<file path="config.mk">
export PLATFORM = sky130hd
export DESIGN_NAME = sub_mul_acc
export DESIGN_NICKNAME = d
export VERILOG_FILES = /design/src/rtl/sub_mul_acc.sv
export SDC_FILE = /design/constraint.sdc
export NUM_CORES = 1
export LEC_CHECK = 0
export CORE_MARGIN = 2
export CORE_UTILIZATION = 50
export DETAILED_ROUTE_END_ITERATION = 7
export PLACE_DENSITY = 0.7
export RECOVER_POWER = 25
export SLEW_MARGIN = 20
export SYNTH_ARGS = -nofsm -noshare
export SYNTH_HDL_FRONTEND = slang
export SYNTH_SLANG_ARGS = --single-unit
export TNS_END_PERCENT = 1
</file>
<file path="constraint.sdc">
create_clock -name clk -period 3.41 [get_ports clk]
set_input_delay 0.5115 -clock clk [delete_from_list [all_inputs] [get_ports clk]]
set_output_delay 0.5115 -clock clk [all_outputs]
set_load 0.005 [all_outputs]
</file>
<file path="src/rtl/sub_mul_acc.sv">
// sub_mul_acc: accumulates the signed sub_mul product stream into frame sums queued in a small output FIFO.
// Define SUB_MUL_ACC_SAT_EN for saturating accumulation with a per-frame saturation flag (default: wraparound).
module sub_mul_acc #(
  parameter int DATA_W    = 16,
  parameter int ACC_W     = 24,
  parameter int FRAME_LEN = 8,
  parameter int DEPTH     = 2
) (
  input  logic                             clk,
  input  logic                             rst_n,
  input  logic                             in_valid,
  input  logic [DATA_W-1:0]                in_data,
  input  logic                             in_last,
  output logic                             out_valid,
  input  logic                             out_ready,
  output logic [ACC_W-1:0]                 out_data,
  output logic [$clog2(FRAME_LEN+1)-1:0]   out_count,
  output logic                             out_sat,
  output logic                             busy,
  output logic                             overflow,
  input  logic                             clr_overflow
);

  localparam int CNT_W = $clog2(FRAME_LEN+1);
  localparam int PTR_W = $clog2(DEPTH);
  localparam logic [CNT_W-1:0] LAST_CNT = CNT_W'(FRAME_LEN-1);

  typedef enum logic {IDLE, ACCUM} state_t;

  state_t             state_q, state_d;
  logic [ACC_W-1:0]   acc_q, acc_d;
  logic [CNT_W-1:0]   cnt_q, cnt_d;
  logic               fsat_q, fsat_d;
  logic               overflow_q, overflow_d;

  logic [ACC_W-1:0]   in_ext;
  logic [ACC_W-1:0]   sum;
  logic               clamp;
  logic [CNT_W-1:0]   cnt_inc;
  logic               closing;
  logic               push_req;

  logic [ACC_W-1:0]   mem_data_q [DEPTH];
  logic [CNT_W-1:0]   mem_cnt_q  [DEPTH];
  logic               mem_sat_q  [DEPTH];
  logic [PTR_W:0]     wr_ptr_q, rd_ptr_q, wr_ptr_n, rd_ptr_n;
  logic               full, empty, pop, push, drop;

  logic [ACC_W-1:0]   out_data_q, out_data_d;
  logic [CNT_W-1:0]   out_count_q, out_count_d;
  logic               out_sat_q, out_sat_d;

  assign in_ext  = ACC_W'($signed(in_data));
  assign cnt_inc = cnt_q + CNT_W'(1);
  assign closing = in_valid && (in_last || (cnt_q == LAST_CNT));

`ifdef SUB_MUL_ACC_SAT_EN
  logic [ACC_W:0] sum_wide;
  assign sum_wide = {acc_q[ACC_W-1], acc_q} + {in_ext[ACC_W-1], in_ext};
  assign clamp    = (sum_wide[ACC_W] != sum_wide[ACC_W-1]);

  // An out-of-range sum clamps toward the side its true sign points to.
  always_comb begin
    sum = sum_wide[ACC_W-1:0];
    if (clamp) begin
      sum = sum_wide[ACC_W] ? {1'b1, {(ACC_W-1){1'b0}}} : {1'b0, {(ACC_W-1){1'b1}}};
    end
  end
`else
  assign sum   = acc_q + in_ext;
  assign clamp = 1'b0;
`endif

  always_comb begin
    state_d  = state_q;
    acc_d    = acc_q;
    cnt_d    = cnt_q;
    fsat_d   = fsat_q;
    push_req = 1'b0;
    case (state_q)
      IDLE, ACCUM: begin
        if (in_valid) begin
          if (closing) begin
            push_req = 1'b1;
            acc_d    = '0;
            cnt_d    = '0;
            fsat_d   = 1'b0;
            state_d  = IDLE;
          end else begin
            acc_d    = sum;
            cnt_d    = cnt_inc;
            fsat_d   = fsat_q | clamp;
            state_d  = ACCUM;
          end
        end
      end
      default: state_d = IDLE;
    endcase
  end

  always_ff @(posedge clk or negedge rst_n) begin
    if (!rst_n) begin
      state_q <= IDLE;
      acc_q   <= '0;
      cnt_q   <= '0;
      fsat_q  <= 1'b0;
    end else begin
      state_q <= state_d;
      acc_q   <= acc_d;
      cnt_q   <= cnt_d;
      fsat_q  <= fsat_d;
    end
  end

  assign empty = (wr_ptr_q == rd_ptr_q);
  assign full  = (wr_ptr_q[PTR_W] != rd_ptr_q[PTR_W]) &&
                 (wr_ptr_q[PTR_W-1:0] == rd_ptr_q[PTR_W-1:0]);
  assign pop   = !empty && out_ready;
  assign push  = push_req && (!full || pop);
  assign drop  = push_req && full && !pop;

  assign rd_ptr_n   = rd_ptr_q + (PTR_W+1)'(pop);
  assign wr_ptr_n   = wr_ptr_q + (PTR_W+1)'(push);
  assign overflow_d = drop | (overflow_q & ~clr_overflow);

  // The head register follows the FIFO head but holds its last value when the FIFO runs empty.
  // If the new head is the entry being written this cycle, it is taken straight from the push data.
  always_comb begin
    out_data_d  = out_data_q;
    out_count_d = out_count_q;
    out_sat_d   = out_sat_q;
    if (rd_ptr_n != wr_ptr_n) begin
      if (rd_ptr_n == wr_ptr_q) begin
        out_data_d  = sum;
        out_count_d = cnt_inc;
        out_sat_d   = fsat_q | clamp;
      end else begin
        out_data_d  = mem_data_q[rd_ptr_n[PTR_W-1:0]];
        out_count_d = mem_cnt_q[rd_ptr_n[PTR_W-1:0]];
        out_sat_d   = mem_sat_q[rd_ptr_n[PTR_W-1:0]];
      end
    end
  end

  always_ff @(posedge clk or negedge rst_n) begin
    if (!rst_n) begin
      for (int i = 0; i < DEPTH; i++) begin
        mem_data_q[i] <= '0;
        mem_cnt_q[i]  <= '0;
        mem_sat_q[i]  <= 1'b0;
      end
      wr_ptr_q    <= '0;
      rd_ptr_q    <= '0;
      out_data_q  <= '0;
      out_count_q <= '0;
      out_sat_q   <= 1'b0;
      overflow_q  <= 1'b0;
    end else begin
      if (push) begin
        mem_data_q[wr_ptr_q[PTR_W-1:0]] <= sum;
        mem_cnt_q[wr_ptr_q[PTR_W-1:0]]  <= cnt_inc;
        mem_sat_q[wr_ptr_q[PTR_W-1:0]]  <= fsat_q | clamp;
      end
      wr_ptr_q    <= wr_ptr_n;
      rd_ptr_q    <= rd_ptr_n;
      out_data_q  <= out_data_d;
      out_count_q <= out_count_d;
      out_sat_q   <= out_sat_d;
      overflow_q  <= overflow_d;
    end
  end

  assign out_valid = !empty;
  assign out_data  = out_data_q;
  assign out_count = out_count_q;
  assign out_sat   = out_sat_q;
  assign busy      = (state_q == ACCUM);
  assign overflow  = overflow_q;

endmodule

</file>
== After elaboration in Yosys (flattened, before gate mapping) ==
Index checks and enable logic that the tools add are counted.

* Bits in registers: 121
* Bits in latches: 0
* RAM bits: 0
* ROM bits: 0
* Input bits: 22
* Output and inout port bits: 32
* Word-level logic and storage cells: 72
* Memories kept: 0

* Add/sub/neg operators: 4
* $mul: 0
* Divide/modulo/power cells: 0
* Magnitude comparators: 3
* Equal/unequal tests: 6
* Shift-type cells: 0
* Mux-type cells: 25
* Bitwise gates (word level): 7
* Reductions and logical operators: 12

{| class="wikitable"
|+ Operator list
! cell !! count
|-
| 24-bit 2-to-1 mux || 6
|-
| 48-bit bitwise mux || 1
|-
| 24-bit adder || 1
|-
| 24-bit demux with 1-bit select || 1
|-
| 4-bit 2-to-1 mux || 6
|-
| 8-bit bitwise mux || 1
|-
| 1-bit 2-to-1 mux || 8
|-
| 1-bit logical AND || 7
|-
| 2-bit by 1-bit adder with 2-bit output || 2
|-
| 4-bit by 1-bit adder with 4-bit output, second input constant || 1
|-
| 4-bit demux with 1-bit select || 1
|-
| 2-bit == test || 2
|-
| 4-bit by 3-bit == test with 1-bit output, second input constant || 1
|-
| 2-bit >= comparator, second input constant || 2
|-
| 1-bit NOT with 2-bit output || 2
|-
| 1-bit logical NOT || 3
|-
| 2-bit AND || 1
|-
| 1-bit logical OR || 2
|-
| 2-bit by 1-bit < comparator with 1-bit output, second input constant || 1
|-
| 2-bit inequality test || 1
|-
| 2-bit NOT || 1
|-
| 1-bit AND || 1
|-
| 1-bit demux with 1-bit select || 1
|-
| 1-bit == test || 1
|-
| 3 further kinds || 3
|}

== Depth between registers and ports, before layout ==
Gate-level depths: netlist (run 1).

* Depth in word-level cells: 9
* Depth in mapped cells: 14
* Gate-level depth less buffers: 11

== Least setup slack after synthesis (run 1) ==
Ideal clock, no wire load.

* Path type: reg-to-reg
* From: register cnt_q[0]
* To: register out_data_q[22], in the netlist out_data[22]
* Library setup time: 126 ps
* Arrival: 2430 ps
* Required time: 3284 ps
* Path slack: 854 ps
* Cell stages (with the launch flop): 13
* Path buffers: 3
* Period minus slack after synthesis: 2556 ps
* Path through: dfrtp_1 -> ha_1 -> nand2_1 -> nor2_1 -> o21ai_0 -> nor2_1 -> ha_1 -> clkbuf_1 -> xor2_1 -> and2_1 -> buf_2 -> buf_4 -> a221o_1

* Word-level cells in the longest chain between the ends: 8

{| class="wikitable"
|+ RTL lines
! element !! line !! source
|-
| start: declaration || 32 || <nowiki>logic [CNT_W-1:0] cnt_q, cnt_d;</nowiki>
|-
| start signal: assignment || 110 || <nowiki>cnt_q <= cnt_d;</nowiki>
|-
| 4-bit by 3-bit == test with 1-bit output || 55 || <nowiki>assign closing = in_valid && (in_last || (cnt_q == LAST_CNT));</nowiki>
|-
| 1-bit logical OR || 55 ||
|-
| 1-bit logical AND || 55 ||
|-
| 1-bit 2-to-1 mux || 83 || <nowiki>if (closing) begin</nowiki>
|-
| 1-bit 2-to-1 mux || 82 || <nowiki>if (in_valid) begin</nowiki>
|-
| 1-bit logical AND || 119 || <nowiki>assign push = push_req && (!full || pop);</nowiki>
|-
| via push || 47 || <nowiki>logic full, empty, pop, push, drop;</nowiki>
|-
| 2-bit by 1-bit adder with 2-bit output || 123 || <nowiki>assign wr_ptr_n = wr_ptr_q + (PTR_W+1)'(push);</nowiki>
|-
| 2-bit inequality test || 132 || <nowiki>if (rd_ptr_n != wr_ptr_n) begin</nowiki>
|-
| end signal: assignment || 166 || <nowiki>out_data_q <= out_data_d;</nowiki>
|-
| end: declaration || 49 || <nowiki>logic [ACC_W-1:0] out_data_q, out_data_d;</nowiki>
|}

The timed path passes the listed nets, and every way through them passes these cells.
A chain may end at the register's enable or synchronous reset.

== Worst setup path after layout (run 1) ==
Same ends and word-level chain as after synthesis.

==> run summary, run 1 <==
layout cell share with drive strength beyond 1: 16.8%
H-Tree Depth: 4
Critical Path Start Type: flop
Seq cells post-synth: 121
die area: 0.0140 mm2
crit-path max FO: 15
GRT Util Overall: 23.4%
fmax: 338 MHz
cells after synthesis: 620
CTS max path bufs: 2
Slew HR: 6.14%
Worst setup EP type: flop
core region area: 0.0127 mm2
Post-Syn Area: 0.00653 mm2
Async SR Flop Fraction: 100%
EDFF count, synth: 0
DRC violations left: 0
Antenna Nets Post-Route: 0
kind of critical path: reg2reg
R2R Setup Slk: 460 ps
CTS resizes: 0
Max Slew Vio Count: 0
first-pass GRT wire length: 25,600 um
clock sink count: 121
Synth Flop Type: dfrtp_1
Slowest-stage cell, CP: dfrtp_1
Die Span X: 118 um
Post-Synth XOR/XNOR Area: 4.26%
synthesized area per cell: 10.5 um2
Initial DRC Count: 215
Crit path largest cell delay: 450 ps
syn nets: 670
wire per inst: 17.9 um
Worst Max-Slew Pin Slew: 1410 ps
Power Total: 9870 uW
clk_lat worst skew: 410 ps
Initial Utilization: 51.5%
Detailed Place HPWL: 11,300 um
GRT overflow: 0
Post-Place Cells: 830
buffers added on ports: 53
multiplexer share of the synthesized area: 12.3%
routed via count: 4,853
YS warnings: 0
Ports: 54
RSZ-0062 raised after global routing: false
Worst-path clk slew: 50 ps
Placer Congestion: 0.877
total clock buffers created by CTS: 17
Ant. Diodes: 0
Pre-Repair DR Iteration Count: 4
final setup vio count: 0
Hold Path Class: in2async
clock root buffer master: clkbuf_16
maximum VDD drop: 0.721 mV
WL final: 15,400 um
nets@finish: 727
Final TNS setup: 0 ps
Final Cycle Share: 86.7%
largest net degree at the start of global routing: 57
Pleak: 0.00346 uW
most common cell after layout, fill and taps aside: dfrtp_1
worst-path cell chain: ha_1, nand2_1, nor2_1, o21ai_0, nor2_1, ha_1, xor2_1, and2_2, buf_4, nor3_1, a221o_1
max_cap viols: 0
Hold WS: 415 ps
worst r2r src: cnt_q[0]
sequential-to-total area share from yosys stat: 46.4%
final cell count without fillers: 858
Final Hold Viols: 0
Core Rows: 41
clock skew: 5.80 ps
Final Util: 62.0%
Critical Path RT: 3700 ps
min Tclk post-route: 2950 ps
Area Overhead vs Synth: 20.3%
CTS tree: yes
Distinct cells, synth: 60
complex-gate fraction of the synthesized area: 19.3%
# hold bufs at CTS: 0
Adder-Cell Fraction of Synth Area: 5.48%
largest family of logic cells by synthesized area: compound AO/OA/AOI/OAI gates
commonest cells after routing, fill and taps aside: dfrtp_1, a21oi_1, clkdlybuf4s50_1
Synth Area in Simple Gates: 8.68%
Post CTS Setup Buffer Count: 0
status: complete, no violations
number of global-route vias before repair: 5,028
initial antenna violation count: 0
Die Height: 118 um
pwr dens: 1260 mW/mm2
vias per inst: 5.66
CP startpoint: cnt_q[0]
Worst Path Arrival: 3250 ps
-- cells in the mapped netlist (2+ instances only) --
cell type	n	area share, %
clkbuf_1	19	1.1
mux2_2	43	7.4
o21bai_1	3	0.35
a211oi_1	3	0.35
nor2b_1	3	0.29
o311ai_2	2	0.50
a21boi_0	2	0.23
nor3_1	9	0.69
a21o_1	5	0.58
nand3_1	7	0.54
o21ai_1	9	0.69
nand4_1	2	0.19
a31oi_1	6	0.58
o2bb2ai_1	7	0.94
and2_1	6	0.58
nand2b_1	2	0.19
a22o_1	21	2.8
nand2_1	43	2.5
a21oi_1	59	4.5
o21ai_0	27	2.1
inv_1	17	0.98
and3_1	3	0.29
xnor2_1	14	1.9
buf_1	3	0.17
dfrtp_1	121	46
ha_1	27	5.2
buf_4	3	0.35
a221o_1	2	0.31
xor2_1	14	1.9
a211oi_2	2	0.38
a21oi_2	8	1.1
nor2_1	46	2.6
o21a_1	6	0.69
mux2i_1	32	4.9
xnor2_2	2	0.50
o31a_1	3	0.40
buf_2	10	0.77
o211ai_1	6	0.69
o31ai_1	2	0.23
-- path summary, 6_finish.rpt --
check,cells past startpoint,end
worst max-delay path,11,out_data[22]
worst min-delay path,1,out_data[17]
worst max register to register,11,out_data[22]
worst min register to register,2,out_data[1]
max in group asynchronous,2,mem_data_q[34]
min in group clk,2,out_data[1]
-- per-stage QoR --
step	cell area (um2)	worst slack [ps]
finish	7850	455
global route	7850	247
CTS	7860	439
detailed placement	7290	210
global placement	7290	285
floorplan	6530	854
-- per-layer routing --
metal  up-vias  global-route usage, %  wire length [um]
met5         -                      0                 0
met4         0                   9.11               282
met3        24                   4.39               632
met2        92                   40.0              7680
met1      2378                   29.4              6770
li1       2359                      -                 -
-- kinds of logic after synthesis --
group,count (synthesis)
AO/OA/AOI/OAI,184
AND/OR/NAND/NOR,128
flip-flops,121
multiplexers,75
buffers and inverters,54
XOR/XNOR,30
adder cells (fa/ha/maj),28
-- where the power goes --
group / total, uW / switching [uW] / leakage (uW) / internal, uW
Sequential: 2530 / 370 / 0.00148 / 2160
Clock: 1730 / 614 / 0.000275 / 1110
Combinational: 5610 / 3120 / 0.00171 / 2500
-- registers in the layout (all words and copies together) (netlist names), 2 cells and up --
signal and count:
out_data 24, out_count 4, acc_q 24, wr_ptr_q 2
mem_data_q 48, cnt_q 4, rd_ptr_q 2, mem_cnt_q 8
mem_sat_q 2
-- area by class of cell --
type	count	area (um2)
inverter	18	67.6
fill	1084	4820
sequential	121	3030
clock buffer	20	467
timing repair buffer	74	704
multi-input combinational	445	3270
clock inverter	8	98.8
tap	172	215
-- critical path: cells and delay by family, from the launching register on --
family                   cells  cell delay [ps]
adder cells (fa/ha/maj)      2              590
XOR/XNOR                     1              160
flip-flops                   1              450
AND/OR/NAND/NOR              5              910
AO/OA/AOI/OAI                2              440
buffers and inverters        1              270
(Power assumes the default switching activity.)
==> inputs of run 2 (changes only) <==
--- a/config.mk
+++ b/config.mk
@@ -14,4 +14,3 @@
 export SYNTH_ARGS = -nofsm -noshare
 export SYNTH_HDL_FRONTEND = slang
 export SYNTH_SLANG_ARGS = --single-unit
-export TNS_END_PERCENT = 1
==> constraint.sdc (replaced) <==
create_clock -name clk -period 3.4 [get_ports clk]
set_input_delay 0.51 -clock clk [delete_from_list [all_inputs] [get_ports clk]]
set_output_delay 0.51 -clock clk [all_outputs]
set_load 0.005 [all_outputs]
==> run summary, run 2 (synthesis gave the netlist of run 1 again) <==
Core Rows: 41 (unchanged)
clock root buffer master: clkbuf_16
nets@finish: 726 (-0.14%)
Critical Path RT: 3700 ps (about the same)
final cell count without fillers: 858 (unchanged)
Area Overhead vs Synth: 20.5%
clk_lat worst skew: 420 ps (about the same)
Slew HR: -53.3% (-59 points)
Ant. Diodes: 0 (unchanged)
CTS resizes: 0 (unchanged)
busiest grt layer: met2
final setup vio count: 0 (unchanged)
kind of critical path: reg2reg
Pre-Repair DR Iteration Count: 4 (unchanged)
Detailed Place HPWL: 10,900 um (-2.9%)
Hold Path Class: reg2reg
die area: 0.0140 mm2 (unchanged)
Antenna Nets Post-Route: 0 (unchanged)
Worst Max-Slew Pin Slew: 2300 ps (+892 ps)
# hold bufs at CTS: 0 (unchanged)
sequential share of power: 25.6% (about the same)
CTS tree: yes
Max Slew Vio Count: 42 (+42)
Final Hold Viols: 0 (unchanged)
crit-path max FO: 15 (unchanged)
FF+latch area: 0.00303 mm2 (unchanged)
clock sink count: 121 (unchanged)
Final TNS setup: 0 ps (unchanged)
number of global-route vias before repair: 4,876 (-3.0%)
Layout fillers: 1,055 (-2.7%)
commonest cells after routing, fill and taps aside: dfrtp_1, a21oi_1, clkdlybuf4s50_1
H-Tree Depth: 4 (unchanged)
Comb power frac: 56.0% (-0.9 points)
Die Span X: 118 um (unchanged)
max_cap viols: 1 (+1)
largest net degree at the start of global routing: 49 (-14%)
Critical Path Start Type: flop
layout cell share with drive strength beyond 1: 16.5% (-0.29 points)
min Tclk post-route: 3010 ps (+53.5 ps)
area occupied by multi-input gates: 0.00327 mm2 (unchanged)
Placer Congestion: 0.878 (+0.21%)
Biggest register: mem_data_q
Final Cycle Share: 88.5% (+1.8 points)
core region area: 0.0127 mm2 (unchanged)
Die Height: 118 um (unchanged)
Sw Share: 41.3% (-0.21 points)
wire per inst: 17.7 um (-1.1%)
clock skew: 6.77 ps (+0.971 ps)
status: complete, but fails checks
M2 GR Usage: 38.4% (-1.6 points)
Post CTS Setup Buffer Count: 0 (unchanged)
max reg flops: 48 (unchanged)
WL final: 15,200 um (-1.1%)
Worst Path Arrival: 3310 ps (+60 ps)
Pleak: 0.00346 uW (about the same)
Clk pwr share: 18.4% (+0.9 points)
grt met3 use: 4.44% (+0.048 points)
Switch Pwr: 4080 uW (-0.43%)
Initial Utilization: 51.5% (unchanged)
most common cell after layout, fill and taps aside: dfrtp_1
buffers added on ports: 53 (unchanged)
RSZ-0062 raised after global routing: false
Worst setup EP type: flop
fmax: 332 MHz (-1.8%)
routing usage on met1: 30.4% (+1.0 points)
Ports: 54 (unchanged)
pwr dens: 1260 mW/mm2 (about the same)
DRC violations left: 0 (unchanged)
total clock buffers created by CTS: 17 (unchanged)
Worst-path clk slew: 50 ps (about the same)
Internal Pwr Total: 5800 uW (+0.45%)
Post-Place Cells: 829 (-0.12%)
maximum VDD drop: 0.673 mV (-6.7%)
Initial DRC Count: 170 (-21%)
CTS max path bufs: 2 (unchanged)
initial antenna violation count: 0 (unchanged)
GRT Util Overall: 23.2% (-0.26 points)
GRT overflow: 0 (unchanged)
first-pass GRT wire length: 25,400 um (-1.2%)
failing checks: max-capacitance violations, max-slew violations
routed via count: 4,824 (-0.60%)
vias per inst: 5.62 (-0.60%)
[run 2: cell count changes in the layout (fill, tap and decap cells not counted)]
cell,change
buf_12,-1
buf_4,+1
bufinv_16,+1
clkbuf_1,+2
clkbuf_2,-1
clkinv_2,-2
[run 2: path summary, 6_finish.rpt]
check,cells after the start,startpoint,slack [ps],to
hold reg to reg,2,out_count[2],480,out_count[2]
hold / removal,2,out_count[2],480,out_count[2]
min in group asynchronous,1,rst_n,780,mem_data_q[42]
setup reg to reg,11,cnt_q[0],390,out_data[22]
max in group asynchronous,2,rst_n,1190,acc_q[0]
setup / recovery,11,cnt_q[0],390,out_data[22]
[run 2: critical path: stages (launching register included)]
cell     delay, ps
dfrtp_1        450
ha_1           280
nand2_1         90
nor2_1          60
o21ai_0        360
nor2_1         160
ha_1           340
xor2_1         180
and2_2         330
buf_4          280
nor3_1          90
a221o_1        260
[run 2: layout make-up]
cell class / instances / area share (%)
flip-flops and latches: 121 / 38.5
inverters: 18 / 0.859
multi-input cells: 445 / 41.6
clock inverters: 7 / 1.51
well taps: 172 / 2.74
repair buffers: 73 / 8.74
clock buffers: 22 / 6.03
[run 2: through the flow]
stage	instance area (um2)	setup slack (ps)	util, %	total power, uW	hold WS [ps]
4_1_cts	7870	390	62.1	9970	89.2
2_1_floorplan	6530	844	-	6470	214
3_5_place_dp	7270	224	57.4	8110	460
3_3_place_gp	7270	263	57.4	7960	459
5_1_grt	7860	108	62.1	10700	501
6_report	7860	392	62.1	9880	475
[run 2: per-layer routing]
layer,up-vias,share of wire (%)
met4,0,2.1
met2,88,49
met1,2349,45
met5,-,0
li1,2364,-
met3,23,3.6
[run 2: power groups by stage]
| stage | clock [uW] | combinational [uW] | sequential (uW) |
|---|---|---|---|
| after CTS | 1840 | 5590 | 2540 |
| after detailed placement | 0 | 5560 | 2550 |
| after floorplan | 0 | 3990 | 2480 |
| after global placement | 0 | 5440 | 2520 |
| final | 1820 | 5530 | 2530 |
| after global routing | 1910 | 6160 | 2620 |
